===== src/rtl/load_store_unit_if.sv =====
// Data-memory bus between the load/store unit (master) and data memory (slave).
// Latency: none; wires only. mem_rdata is valid in the cycle mem_ready is high.
// Backpressure: the master holds every mem_* output stable while mem_valid is high and mem_ready is low.
// Signals: mem_valid/mem_ready handshake, mem_we write enable, mem_addr word-aligned
// byte address, mem_wdata lane-replicated store data, mem_wstrb byte strobes, mem_rdata read word.
interface load_store_unit_if;
    logic        mem_valid;
    logic        mem_ready;
    logic        mem_we;
    logic [31:0] mem_addr;
    logic [31:0] mem_wdata;
    logic [3:0]  mem_wstrb;
    logic [31:0] mem_rdata;

    modport master (
        output mem_valid, mem_we, mem_addr, mem_wdata, mem_wstrb,
        input  mem_ready, mem_rdata
    );

    modport slave (
        input  mem_valid, mem_we, mem_addr, mem_wdata, mem_wstrb,
        output mem_ready, mem_rdata
    );
endinterface


===== src/rtl/load_store_unit.sv =====
// Multi-cycle load/store unit: core execute-stage request -> word-addressed data bus.
// Latency: 3 cycles (IDLE, BUS, DONE) with mem_ready high, +1 per wait cycle; faults finish in 2.
// Backpressure: stall holds the core through IDLE-with-request and BUS; the bus stalls us via mem_ready.
// Ports: clk/reset (sync, active-high); req_* core request held until done; stall/done/fault
// to the core; load_data extended load result; mem master side of load_store_unit_if.
module load_store_unit (
    input  logic                     clk,
    input  logic                     reset,
    input  logic                     req_valid,
    input  logic                     req_we,
    input  logic [2:0]               req_funct3,
    input  logic [31:0]              req_addr,
    input  logic [31:0]              req_wdata,
    output logic                     stall,
    output logic                     done,
    output logic                     fault,
    output logic [31:0]              load_data,
    load_store_unit_if.master        mem
);

    typedef enum logic [1:0] {
        IDLE = 2'd0,
        BUS  = 2'd1,
        DONE = 2'd2
    } state_t;

    state_t      state;
    logic [2:0]  funct3_q;
    logic [1:0]  off_q;

    logic        req_fault;
    logic [3:0]  st_strb;
    logic [31:0] st_data;

    // Decode size, alignment and store lanes straight off the request.
    // BU/HU share the B/H lane pattern; they only differ on the load side.
    always_comb begin
        req_fault = 1'b0;
        st_strb   = 4'b1111;
        st_data   = req_wdata;
        case (req_funct3)
            3'b000, 3'b100: begin
                st_strb = 4'b0001 << req_addr[1:0];
                st_data = {4{req_wdata[7:0]}};
            end
            3'b001, 3'b101: begin
                req_fault = req_addr[0];
                st_strb   = 4'b0011 << req_addr[1:0];
                st_data   = {2{req_wdata[15:0]}};
            end
            3'b010: begin
                req_fault = |req_addr[1:0];
            end
            default: begin
                req_fault = 1'b1;
            end
        endcase
    end

    function automatic logic [31:0] extend_load(input logic [31:0] rdata,
                                                input logic [2:0]  f3,
                                                input logic [1:0]  off);
        logic [31:0] shifted;
        shifted = rdata >> {off, 3'b000};
        case (f3)
            3'b000:  extend_load = {{24{shifted[7]}}, shifted[7:0]};
            3'b100:  extend_load = {24'd0, shifted[7:0]};
            3'b001:  extend_load = {{16{shifted[15]}}, shifted[15:0]};
            3'b101:  extend_load = {16'd0, shifted[15:0]};
            default: extend_load = shifted;
        endcase
    endfunction

    // Depends on req_valid combinationally so the core freezes in the same
    // cycle it presents the request. Low in DONE so the core advances then.
    assign stall = ((state == IDLE) && req_valid) || (state == BUS);

    always_ff @(posedge clk) begin
        if (reset) begin
            state         <= IDLE;
            done          <= 1'b0;
            fault         <= 1'b0;
            load_data     <= 32'd0;
            funct3_q      <= 3'd0;
            off_q         <= 2'd0;
            mem.mem_valid <= 1'b0;
            mem.mem_we    <= 1'b0;
            mem.mem_addr  <= 32'd0;
            mem.mem_wdata <= 32'd0;
            mem.mem_wstrb <= 4'b0000;
        end else begin
            case (state)
                IDLE: begin
                    if (req_valid) begin
                        if (req_fault) begin
                            // Illegal or misaligned: report without touching the bus.
                            state <= DONE;
                            done  <= 1'b1;
                            fault <= 1'b1;
                        end else begin
                            state         <= BUS;
                            mem.mem_valid <= 1'b1;
                            mem.mem_we    <= req_we;
                            mem.mem_addr  <= {req_addr[31:2], 2'b00};
                            mem.mem_wdata <= st_data;
                            mem.mem_wstrb <= req_we ? st_strb : 4'b0000;
                            funct3_q      <= req_funct3;
                            off_q         <= req_addr[1:0];
                        end
                    end
                end
                BUS: begin
                    if (mem.mem_ready) begin
                        state         <= DONE;
                        done          <= 1'b1;
                        mem.mem_valid <= 1'b0;
                        if (!mem.mem_we) begin
                            load_data <= extend_load(mem.mem_rdata, funct3_q, off_q);
                        end
                    end
                end
                DONE: begin
                    // The request still presented now is the one just finished.
                    state <= IDLE;
                    done  <= 1'b0;
                    fault <= 1'b0;
                end
                default: begin
                    state <= IDLE;
                    done  <= 1'b0;
                    fault <= 1'b0;
                end
            endcase
        end
    end

endmodule

===== src/flat_wrapper.sv =====
// flat-port wrapper written by rule: the top's interface ports become plain ports
module load_store_unit_flat 
  (clk, reset, req_valid, req_we, req_funct3, req_addr, req_wdata, stall, done, fault, load_data, mem_mem_valid, mem_mem_we, mem_mem_addr, mem_mem_wdata, mem_mem_wstrb, mem_mem_ready, mem_mem_rdata);
  load_store_unit_if mem_i ();
  input  logic clk;
  input  logic reset;
  input  logic req_valid;
  input  logic req_we;
  input  logic [2:0] req_funct3;
  input  logic [31:0] req_addr;
  input  logic [31:0] req_wdata;
  output logic stall;
  output logic done;
  output logic fault;
  output logic [31:0] load_data;
  output wire logic [$bits(mem_i.mem_valid)-1:0] mem_mem_valid;
  output wire logic [$bits(mem_i.mem_we)-1:0] mem_mem_we;
  output wire logic [$bits(mem_i.mem_addr)-1:0] mem_mem_addr;
  output wire logic [$bits(mem_i.mem_wdata)-1:0] mem_mem_wdata;
  output wire logic [$bits(mem_i.mem_wstrb)-1:0] mem_mem_wstrb;
  input wire logic [$bits(mem_i.mem_ready)-1:0] mem_mem_ready;
  input wire logic [$bits(mem_i.mem_rdata)-1:0] mem_mem_rdata;
  assign mem_mem_valid = mem_i.mem_valid;
  assign mem_mem_we = mem_i.mem_we;
  assign mem_mem_addr = mem_i.mem_addr;
  assign mem_mem_wdata = mem_i.mem_wdata;
  assign mem_mem_wstrb = mem_i.mem_wstrb;
  assign mem_i.mem_ready = mem_mem_ready;
  assign mem_i.mem_rdata = mem_mem_rdata;
  load_store_unit u_core (.clk(clk), .reset(reset), .req_valid(req_valid), .req_we(req_we), .req_funct3(req_funct3), .req_addr(req_addr), .req_wdata(req_wdata), .stall(stall), .done(done), .fault(fault), .load_data(load_data), .mem(mem_i));
endmodule

===== config.mk =====
export PLATFORM = sky130hd
export DESIGN_NAME = load_store_unit_flat
export DESIGN_NICKNAME = d
export VERILOG_FILES = /design/src/rtl/load_store_unit_if.sv /design/src/rtl/load_store_unit.sv /design/src/flat_wrapper.sv
export SDC_FILE = /design/constraint.sdc
export NUM_CORES = 1
export LEC_CHECK = 0
export BUFFER_PORTS_ARGS = -buffer_cell sky130_fd_sc_hd__buf_2
export CAP_MARGIN = 5
export CORE_ASPECT_RATIO = 1.25
export CORE_MARGIN = 2
export CORE_UTILIZATION = 48
export CTS_CLUSTER_DIAMETER = 100
export DETAILED_ROUTE_END_ITERATION = 16
export PLACE_DENSITY = 0.85
export SLEW_MARGIN = 20
export SYNTH_ARGS = -nofsm -noshare
export SYNTH_HDL_FRONTEND = slang
export SYNTH_SLANG_ARGS = --single-unit

===== constraint.sdc =====
create_clock -name clk -period 1.86 [get_ports clk]
set_input_delay 0.093 -clock clk [delete_from_list [all_inputs] [get_ports clk]]
set_output_delay 0.093 -clock clk [all_outputs]
set_load 0.05 [all_outputs]

==> flow_metrics.py <==
metrics = {
    "cts": {
        "numCtsBuffers": 9,
        "path_clk_slew_ns": 0.07,
        "tritoncts": "yes",
        "tritoncts_num_sinks": 109,
        "clk_latency_ns": 0.34,
        "h-tree-depth": 3,
        "cts-root-buf": "sky130_fd_sc_hd__clkbuf_16",
        "postCtsResizedCells": 0,
        "ctsLongestPathBuffers": 2,
        "post_cts.repair.setup_buffers": 0,
        "cts_hold_repair.buffers": 28,
    },
    "flow_run": {
        "maxCapViolCount": 0,
    },
    "timing": {
        "worst_rel_slew_slack_pct": 44.6,
        "finalHoldViolations": 0,
        "fmax_mhz": 579,
        "timing_worst_slew_pin_value_ns": 0.828,
        "slew_viol_final": 0,
        "post-route-period-util_pct": 92.9,
        "final.min_clock_period_ns": 1.73,
        "fin_setup_tns_ns": 0,
        "grt_setup_unrepaired": "no",
        "finClkSkew_ns": 0.00385,
        "setup-violations-final": 0,
        "fin_worst_hold_slack_ns": 0.0216,
    },
    "yosys": {
        "ys_seq_elements": 109,
        "synth_async_sr_flop_share_pct": 0,
        "yosys_most_used_dff": "sky130_fd_sc_hd__dfxtp_1",
        "unique_cell_type_count_in_the_yosys_netlist": 43,
        "synthesis.area_sq_mm": 0.00489,
        "synthesis.area_per_instance_sq_um": 8.51,
        "synth-edff-count": 0,
        "ys.warnings.count": 0,
        "postSynthCellCount": 575,
        "synth_sequential_area_ratio_pct": 44.6,
    },
    "critical_path": {
        "timing.critical_path.from_type": "flip-flop",
        "critical_path.endpoint_type": "flip-flop",
        "timing.critical_path.cells": "mux2i_1 > a311oi_2 > a31oi_4 > buf_4 > a211oi_1",
        "worst-endpoint-required_ns": 2.11,
        "critPathMaxStageDelay_ns": 0.49,
        "worstPathBufferInverterCount": 1,
        "path_max_fanout": 16,
        "timing.setup.critical_path_class": "flip-flop to flip-flop",
        "worst-endpoint-arrival_ns": 1.98,
        "dominant_delay_contributor_by_cell_family_on_the_critical_path": "compound AO/OA/AOI/OAI gates",
        "cp_slowest_cell": "sky130_fd_sc_hd__dfxtp_1",
    },
    "die": {
        "fp.coreArea_sq_mm": 0.0100,
        "vert_die_dim_um": 117,
        "count_of_boundary_i_o_pins": 209,
        "rows": 41,
        "die_w_um": 94.3,
        "design.die.area_sq_mm": 0.0110,
        "start_util_pct": 48.9,
    },
    "detailed_routing": {
        "detail_route.vias_per_cell": 5.41,
        "drt_drc_violations_left": 0,
        "route.final.wire_length_um": 14900,
        "wl_met1_um": 5670,
        "iteration_count_of_the_initial_detailed_routing_pass": 6,
        "avgRoutedWirePerCell_um": 16.1,
        "total_via_count_after_detailed_routing": 5022,
        "ant_nets": 0,
        "wl_met3_um": 1170,
        "routed-wl-met2_um": 7410,
        "uppermost_layer_routed": "met4",
        "drt_iter0_markers": 230,
    },
    "placed_design": {
        "place.detailed.hpwl_um": 10600,
        "gp_routability_congestion": 0.895,
        "place.detailed.instances": 884,
        "port_buffers": 206,
        "placed_cell_area_sq_mm": 0.00603,
    },
    "power_and_ir_drop": {
        "power.density_mw_per_mm2": 864,
        "cellLeakagePower_nw": 2.85,
        "worst_ir_drop_vdd_mv": 0.602,
    },
    "grt": {
        "antenna_violations_before_repair": 0,
        "grt_pass1_wl_um": 23200,
        "gr-total-overflow": 0,
        "first_global_vias": 4864,
        "grt_max_degree": 62,
        "grt.total_usage_pct": 26.7,
    },
    "layout": {
        "area_growth_pct": 35.1,
        "layout-drive-gt1-share_pct": 34.9,
        "n_antenna_cell": 0,
        "postLayoutCellArea_sq_mm": 0.00661,
        "sequential_cell_area_sq_mm": 0.00218,
        "utilization_pct": 66.1,
        "instances_no_fill": 928,
        "n_fill_cell": 780,
        "fin_nets": 898,
        "multi_input_comb_area_sq_mm": 0.00247,
    },
    "outcome": {
        "status": "finished clean",
    },
    "min_path": {
        "min-delay-path-class": "input pin to flip-flop",
    },
}
[worst paths after layout]
path	from	slack, ns	depth (start not counted)	endpoint
max	u_core.off_q[0]	0.13	5	u_core.load_data[24]
min reg2reg	u_core.mem.mem_addr[25]	0.45	2	u_core.mem.mem_addr[25]
min	req_addr[14]	0.02	3	u_core.mem.mem_addr[14]
max reg2reg	u_core.off_q[0]	0.13	5	u_core.load_data[24]
[per-stage QoR]
step,worst slack (ns),power [mW]
after floorplan,0.322,3.41
after global placement,0.274,3.74
after detailed placement,0.144,3.77
after CTS,0.138,5.73
after global routing,0.0452,5.91
final,0.132,5.71
[kinds of logic after synthesis]
kind of cell | after synthesis | share of synthesized area [%]
AO/OA/AOI/OAI | 159 | 22.7
buffers and inverters | 47 | 5.29
flip-flops | 109 | 44.6
multiplexers | 42 | 9.03
other | 1 | 0.0767
AND/OR/NAND/NOR | 217 | 18.3
[power breakdown]
group / internal, mW / switching (mW)
Clock: 1.08 / 0.846
Combinational: 0.405 / 0.857
Sequential: 2.45 / 0.0688
Total: 3.94 / 1.77
[layout make-up]
cell class              count  share of cell area (%)
clock buffers              11                    3.67
clock inverters             5                   0.909
inverters                   2                   0.114
multi-input cells         420                    37.4
flip-flops and latches    109                    33.0
well taps                 129                    2.44
repair buffers            252                    22.5
[registers in the layout, summed over array words and instances, names as in the netlist]
signal,cells
u_core.done,1
u_core.fault,1
u_core.funct3_q,3
u_core.load_data,32
u_core.mem.mem_addr,30
u_core.mem.mem_valid,1
u_core.mem.mem_wdata,32
u_core.mem.mem_we,1
u_core.mem.mem_wstrb,4
u_core.off_q,2
u_core.state,2
[layout by cell type (no fill, tap or decap), drive strengths merged, types with 4 or more instances in the layout]
master / n
a211oi: 24
a21oi: 75
a22o: 7
a311oi: 10
buf: 224
clkbuf: 11
clkinvlp: 4
dfxtp: 109
dlygate4sd3: 28
mux2: 7
mux2i: 34
nand2: 156
nor2: 43
o211ai: 12
o21ai: 26
[layer usage]
| metal | up-vias | GRT usage [%] |
|---|---|---|
| li1 | 2414 | - |
| met1 | 2298 | 29.5 |
| met2 | 256 | 47.5 |
| met3 | 54 | 5.57 |
| met4 | 0 | 15.1 |
| met5 | - | 0 |
[synthesized netlist by cell type, types with 2 or more instances]
cell type                    n  area (sq um)
sky130_fd_sc_hd__nand3b_1    2          15.0
sky130_fd_sc_hd__buf_2      12          60.1
sky130_fd_sc_hd__o211ai_1   11          82.6
sky130_fd_sc_hd__a311oi_1    7          61.3
sky130_fd_sc_hd__dfxtp_1   109          2180
sky130_fd_sc_hd__nand2b_1    2          12.5
sky130_fd_sc_hd__o21a_1      3          22.5
sky130_fd_sc_hd__mux2i_1    34           340
sky130_fd_sc_hd__buf_6       2          22.5
sky130_fd_sc_hd__nand2_1   156           586
sky130_fd_sc_hd__a21oi_1    73           365
sky130_fd_sc_hd__and2b_1     2          15.0
sky130_fd_sc_hd__clkbuf_1   21          78.8
sky130_fd_sc_hd__a211oi_1    6          45.0
sky130_fd_sc_hd__o21ai_0    25           125
sky130_fd_sc_hd__nor2b_1     2          12.5
sky130_fd_sc_hd__nor2_1     42           158
sky130_fd_sc_hd__buf_4       8          60.1
sky130_fd_sc_hd__a211oi_2   18           225
sky130_fd_sc_hd__a22o_1      7          61.3
sky130_fd_sc_hd__mux2_2      7          78.8
sky130_fd_sc_hd__buf_8       2          30.0
sky130_fd_sc_hd__a311oi_2    3          45.0
sky130_fd_sc_hd__inv_1       2          7.51
[tightest hold or removal path: stages]
cell and delay [ns]:
sky130_fd_sc_hd__buf_2 0.10, sky130_fd_sc_hd__nand2_1 0.06, sky130_fd_sc_hd__a21oi_1 0.06
(Power assumes the default switching activity.)
